File: src/rtl/rr_pkg.sv
// Shared definitions for the register-read stage.
//  - Architectural register file geometry (NUM_REGS, REG_IDX_W, DATA_W).
//  - Bit positions inside the 7-bit control word carried with each instruction.
//  - rrex_t: contents of the RR/EX pipeline register.
package rr_pkg;

    localparam int NUM_REGS  = 8;
    localparam int REG_IDX_W = 3;
    localparam int DATA_W    = 32;
    localparam int PC_W      = 32;
    localparam int LEN_W     = 3;
    localparam int CTRL_W    = 7;

    // Control word layout
    localparam int CTRL_REG_WRITE  = 0;
    localparam int CTRL_USE_SRC1   = 1;
    localparam int CTRL_USE_SRC2   = 2;
    localparam int CTRL_ALU_OP_LSB = 3;
    localparam int CTRL_ALU_OP_MSB = 6;

    typedef struct packed {
        logic                 valid;
        logic [PC_W-1:0]      pc;
        logic [LEN_W-1:0]     len;
        logic [CTRL_W-1:0]    ctrl;
        logic [REG_IDX_W-1:0] dst;
        logic [DATA_W-1:0]    imm;
        logic [DATA_W-1:0]    src1_val;
        logic [DATA_W-1:0]    src2_val;
    } rrex_t;

endpackage

File: src/rtl/rr_scoreboard.sv
// Per-register in-flight write tracker for the register-read stage.
// Optional feature macro: RR_R0_ZERO_EN (r0 is never tracked as pending).
//
// Ports:
//  clk, rst             clock, synchronous active-high reset
//  valid_in             incoming instruction is valid
//  use_src1/use_src2    incoming instruction reads src1/src2
//  reg_write            incoming instruction writes dst
//  src1_idx/src2_idx    incoming source indices
//  dst_idx              incoming destination index
//  inc_en/inc_idx       an instruction issued that writes inc_idx
//  wb_valid/wb_idx      writeback retiring one in-flight write of wb_idx
//  cancel/cancel_idx    a held instruction writing cancel_idx was flushed
//  hazard               incoming instruction must not issue this cycle
module rr_scoreboard
    import rr_pkg::*;
#(
    parameter int MAX_INFLIGHT = 3
) (
    input  logic                 clk,
    input  logic                 rst,
    input  logic                 valid_in,
    input  logic                 use_src1,
    input  logic                 use_src2,
    input  logic                 reg_write,
    input  logic [REG_IDX_W-1:0] src1_idx,
    input  logic [REG_IDX_W-1:0] src2_idx,
    input  logic [REG_IDX_W-1:0] dst_idx,
    input  logic                 inc_en,
    input  logic [REG_IDX_W-1:0] inc_idx,
    input  logic                 wb_valid,
    input  logic [REG_IDX_W-1:0] wb_idx,
    input  logic                 cancel,
    input  logic [REG_IDX_W-1:0] cancel_idx,
    output logic                 hazard
);

    localparam int CNT_W = $clog2(MAX_INFLIGHT + 1);

    logic [CNT_W-1:0] pend      [NUM_REGS];
    logic [CNT_W-1:0] pend_next [NUM_REGS];
    logic [CNT_W-1:0] ep        [NUM_REGS];
    logic             inc_ok;
    int               cnt_tmp;

`ifdef RR_R0_ZERO_EN
    // r0 is hard-wired, so its counter never leaves zero.
    assign inc_ok = inc_en && (inc_idx != '0);
`else
    assign inc_ok = inc_en;
`endif

    // Effective pending: a writeback landing this cycle already satisfies
    // one outstanding write. A writeback to an idle register stays at zero.
    always_comb begin
        for (int r = 0; r < NUM_REGS; r++) begin
            ep[r] = pend[r];
            if (wb_valid && wb_idx == REG_IDX_W'(r) && pend[r] != '0)
                ep[r] = pend[r] - CNT_W'(1);
        end
    end

    assign hazard = valid_in &&
                    ((use_src1  && ep[src1_idx] != '0) ||
                     (use_src2  && ep[src2_idx] != '0) ||
                     (reg_write && ep[dst_idx] == CNT_W'(MAX_INFLIGHT)));

    // Increment, writeback and cancel combine arithmetically so that a
    // same-register inc + dec nets to no change; the result floors at 0.
    always_comb begin
        cnt_tmp = 0;
        for (int r = 0; r < NUM_REGS; r++) begin
            cnt_tmp = int'(pend[r]);
            if (inc_ok && inc_idx == REG_IDX_W'(r))
                cnt_tmp = cnt_tmp + 1;
            if (wb_valid && wb_idx == REG_IDX_W'(r))
                cnt_tmp = cnt_tmp - 1;
            if (cancel && cancel_idx == REG_IDX_W'(r))
                cnt_tmp = cnt_tmp - 1;
            if (cnt_tmp < 0)
                cnt_tmp = 0;
            if (cnt_tmp > MAX_INFLIGHT)
                cnt_tmp = MAX_INFLIGHT;
            pend_next[r] = CNT_W'(cnt_tmp);
        end
    end

    always_ff @(posedge clk) begin
        if (rst) begin
            for (int r = 0; r < NUM_REGS; r++) pend[r] <= '0;
        end else begin
            for (int r = 0; r < NUM_REGS; r++) pend[r] <= pend_next[r];
        end
    end

endmodule

File: src/rtl/rr_stage.sv
// Register-read stage between the id_rr pipeline register and EX.
// Reads the 8x32 register file (with same-cycle writeback bypass), stalls
// upstream on RAW / saturation hazards, and loads the RR/EX register.
// Optional feature macro: RR_R0_ZERO_EN (r0 reads 0, ignores writes, never pending).
//
// Handshake: an instruction presented with valid_in is consumed on a rising
// edge where stall_out is low and flush is low; while stall_out is high the
// id_rr register must hold it unchanged. stall_in from EX freezes the RR/EX
// register; flush clears it (and cancels a held writer if also stalled).
//
// Ports:
//  clk, rst                     clock, synchronous active-high reset
//  stall_in, flush              EX back-pressure, pipeline flush
//  valid_in, pc_in, instr_length_in, ctrl_in, dst_idx_in,
//  src1_idx_in, src2_idx_in, imm_in      incoming instruction
//  wb_valid, wb_idx, wb_data    writeback port
//  stall_out                    combinational hold to id_rr
//  valid_out ... src2_val_out   registered RR/EX outputs
module rr_stage
    import rr_pkg::*;
#(
    parameter int MAX_INFLIGHT = 3
) (
    input  logic                 clk,
    input  logic                 rst,
    input  logic                 stall_in,
    input  logic                 flush,
    input  logic                 valid_in,
    input  logic [PC_W-1:0]      pc_in,
    input  logic [LEN_W-1:0]     instr_length_in,
    input  logic [CTRL_W-1:0]    ctrl_in,
    input  logic [REG_IDX_W-1:0] dst_idx_in,
    input  logic [REG_IDX_W-1:0] src1_idx_in,
    input  logic [REG_IDX_W-1:0] src2_idx_in,
    input  logic [DATA_W-1:0]    imm_in,
    input  logic                 wb_valid,
    input  logic [REG_IDX_W-1:0] wb_idx,
    input  logic [DATA_W-1:0]    wb_data,
    output logic                 stall_out,
    output logic                 valid_out,
    output logic [PC_W-1:0]      pc_out,
    output logic [LEN_W-1:0]     instr_length_out,
    output logic [CTRL_W-1:0]    ctrl_out,
    output logic [REG_IDX_W-1:0] dst_idx_out,
    output logic [DATA_W-1:0]    imm_out,
    output logic [DATA_W-1:0]    src1_val_out,
    output logic [DATA_W-1:0]    src2_val_out
);

    logic [DATA_W-1:0] regs [NUM_REGS];
    logic [DATA_W-1:0] src1_val;
    logic [DATA_W-1:0] src2_val;
    logic              hazard;
    logic              issue;
    logic              cancel;
    logic              wb_reg_en;
    rrex_t             rrex_q;
    rrex_t             rrex_issue;

    rr_scoreboard #(
        .MAX_INFLIGHT(MAX_INFLIGHT)
    ) u_scoreboard (
        .clk        (clk),
        .rst        (rst),
        .valid_in   (valid_in),
        .use_src1   (ctrl_in[CTRL_USE_SRC1]),
        .use_src2   (ctrl_in[CTRL_USE_SRC2]),
        .reg_write  (ctrl_in[CTRL_REG_WRITE]),
        .src1_idx   (src1_idx_in),
        .src2_idx   (src2_idx_in),
        .dst_idx    (dst_idx_in),
        .inc_en     (issue && ctrl_in[CTRL_REG_WRITE]),
        .inc_idx    (dst_idx_in),
        .wb_valid   (wb_valid),
        .wb_idx     (wb_idx),
        .cancel     (cancel),
        .cancel_idx (rrex_q.dst),
        .hazard     (hazard)
    );

    assign stall_out = stall_in || hazard;
    assign issue     = valid_in && !hazard && !stall_in && !flush;
    // A writer stuck in RR/EX that gets flushed will never write back.
    assign cancel    = flush && stall_in && rrex_q.valid && rrex_q.ctrl[CTRL_REG_WRITE];

`ifdef RR_R0_ZERO_EN
    assign wb_reg_en = wb_valid && (wb_idx != '0);
`else
    assign wb_reg_en = wb_valid;
`endif

    // Operand read with same-cycle writeback bypass.
    always_comb begin
        src1_val = regs[src1_idx_in];
        src2_val = regs[src2_idx_in];
        if (wb_reg_en && wb_idx == src1_idx_in) src1_val = wb_data;
        if (wb_reg_en && wb_idx == src2_idx_in) src2_val = wb_data;
`ifdef RR_R0_ZERO_EN
        if (src1_idx_in == '0) src1_val = '0;
        if (src2_idx_in == '0) src2_val = '0;
`endif
    end

    always_comb begin
        rrex_issue          = '0;
        rrex_issue.valid    = 1'b1;
        rrex_issue.pc       = pc_in;
        rrex_issue.len      = instr_length_in;
        rrex_issue.ctrl     = ctrl_in;
        rrex_issue.dst      = dst_idx_in;
        rrex_issue.imm      = imm_in;
        rrex_issue.src1_val = src1_val;
        rrex_issue.src2_val = src2_val;
    end

    // Register file: writebacks apply regardless of stall or flush.
    always_ff @(posedge clk) begin
        if (rst) begin
            for (int r = 0; r < NUM_REGS; r++) regs[r] <= '0;
        end else if (wb_reg_en) begin
            regs[wb_idx] <= wb_data;
        end
    end

    // RR/EX register: flush clears, stall_in holds, otherwise issue or bubble.
    always_ff @(posedge clk) begin
        if (rst || flush) begin
            rrex_q <= '0;
        end else if (!stall_in) begin
            rrex_q <= issue ? rrex_issue : '0;
        end
    end

    assign valid_out        = rrex_q.valid;
    assign pc_out           = rrex_q.pc;
    assign instr_length_out = rrex_q.len;
    assign ctrl_out         = rrex_q.ctrl;
    assign dst_idx_out      = rrex_q.dst;
    assign imm_out          = rrex_q.imm;
    assign src1_val_out     = rrex_q.src1_val;
    assign src2_val_out     = rrex_q.src2_val;

endmodule

File: config.mk
export PLATFORM = sky130hd
export DESIGN_NAME = rr_stage
export DESIGN_NICKNAME = d
export VERILOG_FILES = /design/src/rtl/rr_pkg.sv /design/src/rtl/rr_scoreboard.sv /design/src/rtl/rr_stage.sv
export SDC_FILE = /design/constraint.sdc
export NUM_CORES = 1
export LEC_CHECK = 0
export ABC_AREA = 0
export CELL_PAD_IN_SITES_DETAIL_PLACEMENT = 1
export CELL_PAD_IN_SITES_GLOBAL_PLACEMENT = 2
export CORE_MARGIN = 2
export CORE_UTILIZATION = 38
export CTS_CLUSTER_DIAMETER = 80
export DETAILED_ROUTE_END_ITERATION = 7
export PLACE_DENSITY = 0.82
export SLEW_MARGIN = 20
export SYNTH_ARGS = -nofsm -noshare
export SYNTH_HDL_FRONTEND = slang
export SYNTH_SLANG_ARGS = --single-unit
File: constraint.sdc
create_clock -name clk -period 7.05 [get_ports clk]
set_clock_uncertainty 0.05 [all_clocks]
set_input_delay 1.41 -clock clk [delete_from_list [all_inputs] [get_ports clk]]
set_output_delay 1.41 -clock clk [all_outputs]
set_load 0.01 [all_outputs]
==> run_results.csv <==
group,metric,value,unit
run_status,status,"finished clean",
route,dr.pass1.iters,5,
setup_path,crit_path_start,"wb_idx[1]",
die,die_h,248,um
die,die_x,248,um
logic_synthesis,yosys-top-cells-count,"nor2_1 (270), and2_1 (259), edfxtp_1 (256)",
pwr,leakage,9.34,nW
sta,period_minus_slack,6.48,ns
route,avgViaCountPerCell,5.78,
setup_path,critical-path-slowest-cell,"clkdlybuf4s50_1",
logic_synthesis,yosys-top-cells-area,"edfxtp_1 (34%), dfxtp_1 (14%), mux4_2 (13%), and2_1 (7.2%), a22oi_1 (4.7%)",
cts,clk_pin_slew,0.06,ns
setup_path,startpoint_type,"primary input",
logic_synthesis,ys_seq_area_share,48.1,%
pwr,total_power,6.08,mW
grt,antenna_found_initial,6,
logic_synthesis,synth_cells,1979,
die,initial_core_util,38.3,%
route,wl_per_cell,25.0,um
cts,cts_tree,"done",
setup_path,cpPeakStageDelay,0.57,ns
setup_path,critPathMostFrequentCell,"clkdlybuf4s50_1",
setup_path,worst-setup-path-type,"primary input to output pin",
grt,grt_usage,24.1,%
logic_synthesis,yosysMostFrequentCell,"nor2_1",
placement,io_buffers,266,
route,drc,0,
final_layout,instances_no_fill,2997,
pwr,peakVddDrop,0.176,mV
logic_synthesis,synth_warnings,0,
cts,clock_latency,0.60,ns
logic_synthesis,synth_nets,2142,
min_path,hold_start,"dst_idx_out[2]$_SDFFE_PP0N_",
cts,postCtsHoldBufs,0,
placement,placed_area,0.0259,sq mm
final_layout,final_area,0.0275,sq mm
logic_synthesis,synthFlopType,"edfxtp_1",
final_layout,drive_gt1_share,13.8,%
sta,max_slew.worst_pin.slew,1.16,ns
setup_path,r2r_start,"u_scoreboard.pend[0][8]$_SDFF_PP0_",
sta,setup_tns,0,ns
die,dieArea,0.0613,sq mm
logic_synthesis,synth_edf_count,256,
placement,gp_congestion,0.849,
final_layout,seqCellArea,0.0109,sq mm
sta,finalMaxSlewViolations,0,
cts,cts_root_buf,"clkbuf_16",
final_layout,postLayoutCoreUtil,46.8,%
sta,hold_viol,0,
logic_synthesis,yosysTopAreaCellShare,34.1,%
cts,post-cts-setup-buffer-count,0,
flow_run,timing.max_cap.violations,0,
setup_path,cp.buffers_inverters,3,
logic_synthesis,avgSynthCellArea,11.4,sq um
route,drt_iter0_drc,1106,
min_path,hold_class,"register to register",
final_layout,multiInputGateArea,0.0111,sq mm
grt,grt_pass1_vias,18000,
setup_path,path_cells,"clkdlybuf4s50_1, buf_4, nand4b_1, o21ai_0, nand4_1, a41o_1, o22ai_2, or2_1, a21o_1, clkdlybuf4s50_1",
cts,post_cts_resized,0,
final_layout,syn_to_final_growth,21.9,%
grt,grt_pass1_wl,111,mm
cts,numCtsBuffers,46,
setup_path,arrival,5.02,ns
logic_synthesis,syn_area,0.0225,sq mm
cts,clock_sinks,414,
sta,fin_crit_sh,92.0,%
die,io_pins,267,
cts,cts_max_path_buffers,3,
setup_path,worstPathRequired,5.59,ns
cts,htreeDepth,2,
grt,grt_max_degree,86,
logic_synthesis,synth_area_leader_cell,"edfxtp_1",
grt,grt_overflow,0,
route,ant_nets,0,
setup_path,crit_family,"buffers and inverters",
route,wl,74.9,mm
die,fp-row-count,89,
logic_synthesis,synth.distinct_cells,86,
logic_synthesis,synthArstFlopShare,0,%
pwr,power-per-cell-area,221,mW/mm^2
sta,slew_headroom,22.3,%
die,coreArea,0.0588,sq mm
logic_synthesis,yosys_register_bits,414,
route,vias,17300,
final_layout,fillers,6224,
sta,fmax,154,MHz
placement,dp_hpwl,47.1,mm
sta,setup-violations-final,0,
final_layout,final_nets,2346,
setup_path,worst_setup_path_end_kind,"output pin",
placement,dpl.cell_count,2908,
sta,rsz0062_at_grt,"false",
setup_path,crit_path_max_fanout,16,
-- state kept, by name, summed over array words and instances (netlist names) --
name	flops
ctrl_out	7
instr_length_out	3
src2_val_out	32
dst_idx_out	3
u_scoreboard.pend	16
valid_out	1
regs	256
src1_val_out	32
pc_out	32
imm_out	32
-- per-stage QoR --
step | hold slack (ns) | setup slack [ns]
3_5_place_dp | 0.449 | 0.414
6_report | 0.452 | 0.567
3_3_place_gp | 0.431 | 0.654
4_1_cts | 0.459 | 0.634
5_1_grt | 0.487 | 0.307
2_1_floorplan | 0.456 | 1.69
-- layout by cell type, fill, tap and decap left out, drive strengths merged, types with 6 or more instances in the layout --
cell type,count
a211oi,10
a21oi,92
a22oi,140
a31oi,8
and2,259
buf,46
clkbuf,64
clkdlybuf4s50,260
clkinv,13
dfxtp,158
edfxtp,256
ha,39
inv,31
mux2,9
mux2i,74
mux4,130
nand2,62
nand2b,25
nand3,16
nand3b,6
nand4,6
nor2,270
nor3,34
nor3b,6
nor4,14
o211ai,9
o21ai,29
o22ai,9
or2,12
or3,7
or4,9
xnor2,25
xor2,8
-- routing by layer --
| metal | vias to the layer above | wire [um] | global-route usage, % | share of wire, % |
|---|---|---|---|---|
| met5 | - | 36 | 0 | 0.048 |
| met4 | 6 | 2180 | 7.56 | 2.9 |
| met3 | 125 | 5150 | 4.58 | 6.9 |
| met2 | 602 | 36700 | 42.2 | 49 |
| met1 | 8798 | 30900 | 30.1 | 41 |
| li1 | 7786 | - | - | - |
-- power breakdown --
| group | total (mW) | switching, mW | internal, mW |
|---|---|---|---|
| sequential | 2.76 | 0.0703 | 2.69 |
| clock | 2.47 | 1.03 | 1.44 |
| combinational | 0.852 | 0.475 | 0.378 |
| total | 6.08 | 1.58 | 4.51 |
-- final timing paths --
kind	to	slack (ns)	cells past startpoint
max	stall_out	0.57	10
min	dst_idx_out[2]$_SDFFE_PP0N_	0.45	2
min reg2reg	dst_idx_out[2]$_SDFFE_PP0N_	0.45	2
max reg2reg	u_scoreboard.pend[0][2]$_SDFF_PP0_	1.65	16
-- kinds of logic after synthesis --
| group | after synthesis | synth area share [%] |
|---|---|---|
| muxes | 213 | 16.7 |
| AOI/OAI and AO/OA | 351 | 10.8 |
| xor gates and xnor gates | 33 | 1.28 |
| DFF | 414 | 48.1 |
| buffers and inverters | 179 | 3.14 |
| and+or+nand+nor | 750 | 17.7 |
| adders and majority gates | 39 | 2.16 |
-- worst min-delay path, delay by kind of cell, from the launching register on --
family             cells  cell delay, ns
and+or+nand+nor        1            0.07
DFF                    1            0.33
AOI/OAI and AO/OA      1            0.05
-- area by class of cell --
cell class / instances / area share (%)
clock inverter: 21 / 0.874
tap: 773 / 3.52
multi-input combinational: 1386 / 40.3
inverter: 29 / 0.396
sequential: 414 / 39.5
antenna: 4 / 0.0364
timing repair buffer: 306 / 10.7
clock buffer: 64 / 4.73
(Power assumes the default switching activity.)
